--- config.mk ---
export PLATFORM = sky130hd
export DESIGN_NAME = activity_counter
export DESIGN_NICKNAME = d
export VERILOG_FILES = /design/src/rtl/activity_counter.sv
export SDC_FILE = /design/constraint.sdc
export NUM_CORES = 1
export LEC_CHECK = 0
export BUFFER_PORTS_ARGS = -buffer_cell sky130_fd_sc_hd__buf_2
export CAP_MARGIN = 10
export CELL_PAD_IN_SITES_DETAIL_PLACEMENT = 0
export CELL_PAD_IN_SITES_GLOBAL_PLACEMENT = 2
export CORE_UTILIZATION = 36
export CTS_BUF_LIST = sky130_fd_sc_hd__clkbuf_2 sky130_fd_sc_hd__clkbuf_4 sky130_fd_sc_hd__clkbuf_8
export DETAILED_ROUTE_END_ITERATION = 8
export HOLD_SLACK_MARGIN = 0.05
export PLACE_DENSITY = 0.83
export RECOVER_POWER = 100
export REMOVE_ABC_BUFFERS = 1
export SLEW_MARGIN = 20
export SYNTH_ARGS = -nofsm -noshare
export SYNTH_HDL_FRONTEND = slang
export SYNTH_SLANG_ARGS = --single-unit
--- constraint.sdc ---
create_clock -name clk -period 2.5 [get_ports clk]
set_clock_uncertainty 0.2 [all_clocks]
set_input_delay 0.125 -clock clk [delete_from_list [all_inputs] [get_ports clk]]
set_output_delay 0.125 -clock clk [all_outputs]
set_load 0.02 [all_outputs]
--- src/rtl/activity_counter.sv ---
// Per-peripheral idle/activity monitor: counts consecutive enabled idle
// cycles (saturating) and holds a recent-activity flag for a fixed window
// after each activity pulse, for clock-gating / power-down policy logic.
//
// Ports:
//   clk             - sole clock, rising edge
//   rst_n           - asynchronous active-low reset
//   activity_pulse  - [N-1:0] per-peripheral activity, sampled every edge
//   periph_en       - [N-1:0] per-peripheral enable (0 clears all state)
//   idle_count      - [N-1:0][W-1:0] registered idle count per peripheral
//   recent_activity - [N-1:0] registered recent-activity flag
//
// Optional: define ACTIVITY_COUNTER_SVA_EN to compile in concurrent
// assertions on counter/flag behaviour. Functionality is unchanged.
module activity_counter #(
  parameter int N               = 4,
  parameter int W               = 16,
  parameter int ACTIVITY_WINDOW = 8
) (
  input  logic                clk,
  input  logic                rst_n,
  input  logic [N-1:0]        activity_pulse,
  input  logic [N-1:0]        periph_en,
  output logic [N-1:0][W-1:0] idle_count,
  output logic [N-1:0]        recent_activity
);

  localparam int              WW       = $clog2(ACTIVITY_WINDOW + 1);
  localparam logic [W-1:0]    CNT_MAX  = '1;
  localparam logic [WW-1:0]   WIN_LOAD = WW'(ACTIVITY_WINDOW);

  logic [N-1:0][W-1:0]  idle_counter;
  logic [N-1:0][W-1:0]  idle_counter_d;
  logic [N-1:0][WW-1:0] window_q;
  logic [N-1:0][WW-1:0] window_d;
  logic [N-1:0]         flag_q;
  logic [N-1:0]         flag_d;

  always_comb begin
    idle_counter_d = idle_counter;
    window_d       = window_q;
    flag_d         = flag_q;
    for (int i = 0; i < N; i++) begin
      if (!periph_en[i]) begin
        // Disabled peripherals forget everything; pulses are ignored.
        idle_counter_d[i] = '0;
        window_d[i]       = '0;
        flag_d[i]         = 1'b0;
      end else if (activity_pulse[i]) begin
        idle_counter_d[i] = '0;
        window_d[i]       = WIN_LOAD;
        flag_d[i]         = 1'b1;
      end else begin
        if (idle_counter[i] != CNT_MAX) begin
          idle_counter_d[i] = idle_counter[i] + W'(1);
        end
        // The flag survives the cycle in which the window reaches zero, so
        // it is high for ACTIVITY_WINDOW+1 cycles counting the capture.
        if (window_q[i] != '0) begin
          window_d[i] = window_q[i] - WW'(1);
          flag_d[i]   = 1'b1;
        end else begin
          flag_d[i]   = 1'b0;
        end
      end
    end
  end

  always_ff @(posedge clk or negedge rst_n) begin
    if (!rst_n) begin
      idle_counter <= '0;
      window_q     <= '0;
      flag_q       <= '0;
    end else begin
      idle_counter <= idle_counter_d;
      window_q     <= window_d;
      flag_q       <= flag_d;
    end
  end

  assign idle_count      = idle_counter;
  assign recent_activity = flag_q;

`ifdef ACTIVITY_COUNTER_SVA_EN
  for (genvar g = 0; g < N; g++) begin : g_sva
    a_no_decrease: assert property (@(posedge clk) disable iff (!rst_n)
      1'b1 |=> (idle_counter[g] == '0) || (idle_counter[g] >= $past(idle_counter[g])));

    a_zero_after_clear: assert property (@(posedge clk) disable iff (!rst_n)
      (!periph_en[g] || activity_pulse[g]) |=> (idle_counter[g] == '0));

    a_flag_needs_window: assert property (@(posedge clk) disable iff (!rst_n)
      ((window_q[g] == '0) && !(periph_en[g] && activity_pulse[g])) |=> !flag_q[g]);

    a_no_wrap: assert property (@(posedge clk) disable iff (!rst_n)
      ((idle_counter[g] == CNT_MAX) && periph_en[g] && !activity_pulse[g])
        |=> (idle_counter[g] == CNT_MAX));
  end
`endif

endmodule

**After elaboration in Yosys (flattened, before gate mapping)**

Cells that the tools add are included.

- Multiplexer cells: 36
- Eq/ne operators: 12
- Add/subtract/negate cells: 8
- Reductions and logical operators: 4

Operator list:

| operator | number |
|---|---|
| 16-bit 2-to-1 mux | 12 |
| 16-bit by 1-bit adder with 16-bit output (second input constant) | 4 |
| 16-bit != test (second input constant) | 4 |
| 4-bit 2-to-1 mux | 12 |
| 3-bit by 2-bit != test with 1-bit output (second input constant) | 8 |
| 4-bit nonzero test | 4 |
| 4-bit by 1-bit subtractor with 4-bit output (second input constant) | 4 |
| 1-bit 2-to-1 mux | 12 |

- Flip-flop bits (word level): 84
- Word-level logic and storage cells: 69
- Bits of input ports: 10
- Output and inout port bits: 68

**Logic depth before layout (Yosys ltp)**

Gate-level depths: netlist (run 1).

- Depth after elaboration: 4
- Depth in mapped cells: 7
- Mapped depth without buffers: 5

**Worst setup path after synthesis (run 1)**

Ideal clock, no wire load.

- Path kind: reg-to-reg
- From: register idle_counter (netlist bit idle_count[48])
- To: register idle_counter (netlist bit idle_count[53])
- Data required time: 2.217 ns
- Path buffers: 2
- Cell stages (with the launch flop): 8
- Data arrival time: 1.762 ns
- Slack: 0.456 ns
- Setup time: 0.083 ns
- Clock period less this slack: 2.044 ns
- Cell sequence: dfrtp_1 > ha_1 > and3_1 > buf_2 > and2_1 > clkbuf_1 > a2111o_1 > o21ai_0

- Longest elaborated chain between the ends: 4
- Elaborated cells between the ends (all ways): 6
- Those cells by class: 1 x add/sub; 2 x eq/ne; 3 x mux

RTL lines:

| item | RTL line | text |
|---|---|---|
| start, declared | 32 | `logic [N-1:0][W-1:0] idle_counter;` |
| start signal, assigned | 75 | `idle_counter <= idle_counter_d;` |
| 16-bit by 1-bit adder with 16-bit output | 55 | `idle_counter_d[i] = idle_counter[i] + W'(1);` |
| 16-bit 2-to-1 mux | 54 | `if (idle_counter[i] != CNT_MAX) begin` |
| 16-bit 2-to-1 mux | 49 | `end else if (activity_pulse[i]) begin` |
| 16-bit 2-to-1 mux | 44 | `if (!periph_en[i]) begin` |

Several ways; a longest one is shown, not always the timed one. The select of a mux whose other input is x is not followed.
A chain may end at the register's enable or synchronous reset.

**Final worst setup path (run 1)**

- From: register window_q[8] in the netlist's numbering
- To: register window_q[11] in the netlist's numbering

- Longest elaborated chain between the ends: 4
- Elaborated cells between the ends (all ways): 6
- Those cells by class: 1 x add/sub; 1 x eq/ne; 3 x mux; 1 x reduce/logical

RTL lines:

| item | RTL line | text |
|---|---|---|
| start, declared | 34 | `logic [N-1:0][WW-1:0] window_q;` |
| start signal, assigned | 76 | `window_q <= window_d;` |
| 4-bit by 1-bit subtractor with 4-bit output | 60 | `window_d[i] = window_q[i] - WW'(1);` |
| 4-bit 2-to-1 mux | 59 | `if (window_q[i] != '0) begin` |
| 4-bit 2-to-1 mux | 49 |  |
| 4-bit 2-to-1 mux | 44 |  |

Several ways; a longest one is shown, not always the timed one. The select of a mux whose other input is x is not followed.

==> impl_metrics.json, run 1 <==
{
  "syn-cell-area_mm2": 0.00445,
  "crit_path_end_kind": "register",
  "timing.rr.start": "window_q[8]",
  "relSlewSlack_pct": 31.8,
  "grt_first_pass_wirelength_mm": 18.3,
  "crit_path_cell_trace": "inv_1 > ha_1 > or3b_2 > o21a_1 > o21a_1 > dlygate4sd3_1",
  "clockBufferDepth": 2,
  "finalHoldViolCount": 0,
  "async_reset_ff_share_pct": 100,
  "antenna_found_initial": 0,
  "numCtsBuffers": 9,
  "floorplan.initialDensity_pct": 37.1,
  "p_leak_nw": 2.04,
  "num_vias": 3998,
  "highest_layer": "met4",
  "fmax_ghz": 0.425,
  "wl_met1_mm": 5.19,
  "multiInputGateArea_mm2": 0.00220,
  "cpMostUsedCell": "o21a_1",
  "seqCellArea_mm2": 0.00210,
  "place.gp.congestion": 0.757,
  "synth_edf_count": 0,
  "cpPeakStageDelay_ns": 0.55,
  "core_area_mm2": 0.0120,
  "die_width_um": 113,
  "dp_hpwl_mm": 7.41,
  "drive_gt1_share_pct": 5.76,
  "outcome": "finished clean",
  "wl_met3_um": 446,
  "path_class": "register to register",
  "met2_length_mm": 5.00,
  "drv_slew": 0,
  "detail_route.iter0.violations": 238,
  "grt_usage_pct": 17.8,
  "grt_pass1_vias": 3722,
  "worst-path-stages": 6,
  "io_buffer_count": 77,
  "reg2reg_depth": 6,
  "power_w": 0.00275,
  "rsz0062_at_grt": "no",
  "synthToLayoutAreaGrowth_pct": 16.1,
  "syn_inst": 462,
  "cts_resized": 0,
  "critical_path.startpoint_type": "register",
  "power_density_mw_per_mm2": 531,
  "grt_max_degree": 46,
  "dp_slack_ns": 0.373,
  "num-fill-cells": 1230,
  "die_y_um": 113,
  "final_core_util_pct": 43.0,
  "critPathMaxFanout": 4,
  "ys.flop_type": "dfrtp_1",
  "finalCritPeriodShare_pct": 94.0,
  "drt-total-wl_mm": 10.8,
  "routedWlPerCell_um": 15.4,
  "rr_endpoint": "window_q[11]",
  "first_pass_iters": 5,
  "synth_seq_area_share_pct": 47.2,
  "min_period_ns": 2.35,
  "final_nets": 570,
  "yosys_warnings": 0,
  "crit_slowest_cell": "dlygate4sd3_1",
  "cp.required_ns": 2.55,
  "cp_top_family": "buffers and inverters",
  "io_pins": 78,
  "drc_errors": 0,
  "irDropWorstVdd_mv": 0.239,
  "clk-insertion-delay-late_ns": 0.36,
  "row_count": 40,
  "clock_sinks": 84,
  "post_cts_buffers": 0,
  "hold_path.class": "primary input to asynchronous set/reset pin",
  "finalSetupTns_ns": 0,
  "routed_via_density": 5.69,
  "post-route-cell-area_mm2": 0.00517,
  "worstPathArrival_ns": 2.40,
  "cts_tree": "built",
  "setup_viol": 0,
  "drv_cap": 0,
  "yosysUniqueCellTypes": 49,
  "overflow": 0,
  "syn_avg_cell_area_um2": 9.63,
  "path_buf_inv": 2,
  "ys_ff_latch": 84,
  "diodes": 0,
  "ant_nets": 0,
  "placed_cell_area_mm2": 0.00499,
  "fin_ws_ns": 0.150,
  "r2r_slack_ns": 0.15,
  "die_area_mm2": 0.0128,
  "cts_max_level": 3,
  "root_buffer": "clkbuf_8",
  "clkTransAtPathRegs_ns": 0.08,
  "tightest_slew_ns": 1.02
}
## logic make-up (layout without fill, tap and decap cells)
logic type	count (synthesis)	in the layout	synth area share [%]
simple gates	199	199	25.5
buf+inv	30	124	3.01
fa+ha+maj	8	8	2.25
mux	11	11	2.50
compound gates	120	120	17.5
xor+xnor	10	10	1.97
flops	84	84	47.2
## flip-flops by register name (all words and copies together) (netlist names)
register / cells
window_q: 16
recent_activity: 4
idle_count: 64
## through the flow
step                cells  hold slack (ns)
floorplan             445           -0.371
detailed placement    675          -0.0372
finish                703            0.264
global route          703            0.359
global placement      675          -0.0512
CTS                   703           0.0975
## layer usage
layer  vias to the layer above  global-route usage [%]
li1                       1938                       -
met1                      1950                    24.2
met2                        96                    27.8
met3                        14                    2.95
met4                         0                    8.07
met5                         -                       0
## report_power, final
group	internal [W]	total [W]	leakage [nW]	switching, W
clock network	0.000430	0.000918	0.0961	0.000488
registers	0.00141	0.00146	1.15	0.0000468
logic	0.000160	0.000369	0.789	0.000209
## Yosys cell counts, drive strengths merged, types with 5 or more instances
cell	count	area share [%]
dfrtp	84	47
nand2	38	3.2
a21oi	35	3.9
nand3	27	3.0
nor2	25	2.1
o21ai	21	2.4
nor3	17	2.0
nand4	15	2.1
and3	14	2.1
o31ai	14	2.4
or4	14	2.4
inv	13	1.1
nand2b	12	1.7
a211oi	10	1.7
a31oi	10	1.4
and4	10	2.0
mux2i	10	2.2
clkbuf	9	0.79
buf	8	1.1
ha	8	2.2
o21a	8	1.3
or3	8	1.1
nor4	6	1.7
xnor2	5	0.98
xor2	5	0.98
## worst max-delay path by stage
stage                               from             end  slack [ns]
after CTS                    window_q[8]    window_q[11]        0.17
after floorplan           idle_count[55]  idle_count[49]        0.33
after global placement    idle_count[32]  idle_count[33]        0.47
after global routing      idle_count[56]  idle_count[49]        0.06
after detailed placement  idle_count[32]  idle_count[42]        0.37
final                        window_q[8]    window_q[11]        0.15
## worst reg2reg max path: stages (launching register included)
cell           delay [ns]
dfrtp_1              0.41
inv_1                0.07
ha_1                 0.18
or3b_2               0.52
o21a_1               0.21
o21a_1               0.10
dlygate4sd3_1        0.55
## repair_timing
action	4_1_cts	5_1_grt
endpoints found under the setup margin	0	0
endpoints found under the hold margin	116	0
hold buffers	13	0
## cell usage in the layout, fill, tap and decap left out, types with 11 or more instances in the layout
master / n
dfrtp_1: 84
clkbuf_1: 74
nand2_1: 38
a21oi_1: 35
nand3_1: 27
nor2_1: 25
o21ai_0: 21
nor3_1: 17
nand4_1: 15
and3_1: 14
o31ai_1: 14
or4_1: 14
inv_1: 13
dlygate4sd3_1: 13
nand2b_1: 12
clkbuf_8: 11
## cell type report
type	instances	area share [%]
multi-input combinational	348	42.5
timing repair buffer	96	8.91
tap	147	3.56
inverter	13	0.944
clock buffer	13	3.22
sequential	84	40.7
clock inverter	2	0.194
No activity file was read; power rests on OpenSTA's default activity.
==> inputs of run 2 (changes only) <==
CORE_ASPECT_RATIO = 0.8   (was unset)
SLEW_MARGIN = 10   (was 20)
clock period = 2.7 ns   (was 2.5 ns; I/O delays follow)
==> run 2 against run 1 <==
Net effect: global-route usage grew 0.55 points; fmax up 1.3%; combinational power shrank 8.7%; sequential share of layout area shrank 0.17 points; first-iteration DRC count is 19% lower; flip-flop and latch count unchanged; register-to-register slack improved by 0.23 ns; die area about the same; clock-buffer cell count shrank 1; total power decreased by 3.9%; wire length up 2.3%; worst setup slack gained 0.23 ns; largest cell class unchanged; largest power group unchanged.
==> impl_metrics.json, run 2 (same netlist as run 1, synthesis figures left out) <==
{
  "dp_hpwl_mm": 7.66,
  "p_leak_nw": 2.02,
  "die_width_um": 126,
  "min_period_ns": 2.32,
  "setup_viol": 0,
  "crit_path_end_kind": "register",
  "tightest_slew_ns": 1.19,
  "finalCritPeriodShare_pct": 86.0,
  "grt_max_degree": 46,
  "detail_route.iter0.violations": 192,
  "drv_cap": 0,
  "die_y_um": 101,
  "critPathMaxFanout": 12,
  "finalSetupTns_ns": 0,
  "synthToLayoutAreaGrowth_pct": 16.6,
  "cpPeakStageDelay_ns": 0.47,
  "grt_pass1_vias": 3738,
  "final_nets": 569,
  "row_count": 35,
  "cts_max_level": 3,
  "clk-insertion-delay-late_ns": 0.36,
  "place.gp.congestion": 0.792,
  "rsz0062_at_grt": "no",
  "relSlewSlack_pct": 20.9,
  "layout_common_cells": "dfrtp_1 (84), clkbuf_1 (76), nand2_1 (38)",
  "cts_resized": 0,
  "num_vias": 4010,
  "critical_path.startpoint_type": "register",
  "num-fill-cells": 1160,
  "clock_sinks": 84,
  "worstPathArrival_ns": 2.38,
  "numCtsBuffers": 9,
  "outcome": "finished clean",
  "clkTransAtPathRegs_ns": 0.09,
  "clockBufferDepth": 2,
  "first_pass_iters": 4,
  "grt_first_pass_wirelength_mm": 18.7,
  "drive_gt1_share_pct": 5.40,
  "overflow": 0,
  "finalHoldViolCount": 0,
  "floorplan.initialDensity_pct": 37.8,
  "diodes": 0,
  "largest_reg_flops": 64,
  "crit_path_cell_trace": "nand4_1 > nor4_1 > clkbuf_1 > nand2_1 > a31o_2",
  "ant_nets": 0,
  "mostFrequentLayoutCell": "dfrtp_1",
  "hold_path.class": "primary input to asynchronous set/reset pin",
  "path_class": "register to register",
  "drt-total-wl_mm": 11.1,
  "io_pins": 78,
  "power_density_mw_per_mm2": 509,
  "crit_slowest_cell": "clkbuf_1",
  "drc_errors": 0,
  "grt_usage_pct": 18.3,
  "drv_slew": 0,
  "io_buffer_count": 77,
  "core_area_mm2": 0.0118,
  "irDropWorstVdd_mv": 0.405,
  "routed_via_density": 5.70,
  "reg2reg_depth": 5,
  "root_buffer": "clkbuf_8",
  "final_core_util_pct": 44.0,
  "routedWlPerCell_um": 15.7,
  "antenna_found_initial": 0,
  "die_area_mm2": 0.0128,
  "fmax_ghz": 0.431,
  "cp.required_ns": 2.76,
  "cts_tree": "built"
}
## run 2: final timing paths
path / end / slack, ns / start
min: window_q[13] / 0.33 / rst_n
max: idle_count[49] / 0.38 / idle_count[55]
min in group clk: idle_count[38] / 0.35 / idle_count[38]
min reg2reg: idle_count[38] / 0.35 / idle_count[38]
max in group asynchronous: idle_count[34] / 1.15 / rst_n
max reg2reg: idle_count[49] / 0.38 / idle_count[55]
## run 2: final cells by class
| class | instances | area (µm²) | share of cell area (%) |
|---|---|---|---|
| Timing Repair Buffer | 95 | 460 | 8.87 |
| Sequential cell | 84 | 2100 | 40.5 |
| Multi-Input combinational cell | 348 | 2190 | 42.1 |
| Inverter | 13 | 48.8 | 0.940 |
| Clock inverter | 4 | 47.5 | 0.916 |
| Clock buffer | 12 | 159 | 3.06 |
| Tap cell | 148 | 185 | 3.57 |
## run 2: power breakdown
group | internal (W) | total, W | switching, W
Clock | 0.000486 | 0.000951 | 0.000464
Sequential | 0.00131 | 0.00135 | 0.0000436
Combinational | 0.000146 | 0.000337 | 0.000192
## run 2: what timing repair did
item / CTS / global route
hold endpoints to repair: 78 / 0
setup buffers: 0 / 0
hold buffers: 13 / 0
## run 2: metrics by stage
step | instance area [µm²] | instances | hold slack [ns] | setup slack, ns | power, W
2_1_floorplan | 4370 | 445 | -0.361 | 0.526 | 0.00159
3_3_place_gp | 4990 | 675 | -0.0144 | 0.663 | 0.00169
3_5_place_dp | 4990 | 675 | -0.0105 | 0.567 | 0.00169
4_1_cts | 5330 | 704 | 0.122 | 0.399 | 0.00269
5_1_grt | 5190 | 704 | 0.375 | 0.150 | 0.00278
6_report | 5190 | 704 | 0.327 | 0.379 | 0.00264
## run 2: metal layers
metal	vias up	global-route usage [%]	routed length (µm)
li1	1941	-	-
met2	80	27.3	4850
met1	1974	26.1	5560
met5	-	0	0
met4	0	6.58	143
met3	15	4.28	527
## run 2: critical path: cells and delay by family (launching register included)
kind / cells / cell delay (ns)
AO/OA/AOI/OAI: 1 / 0.29
buffers and inverters: 1 / 0.47
flip-flops: 1 / 0.45
AND/OR/NAND/NOR: 3 / 0.81
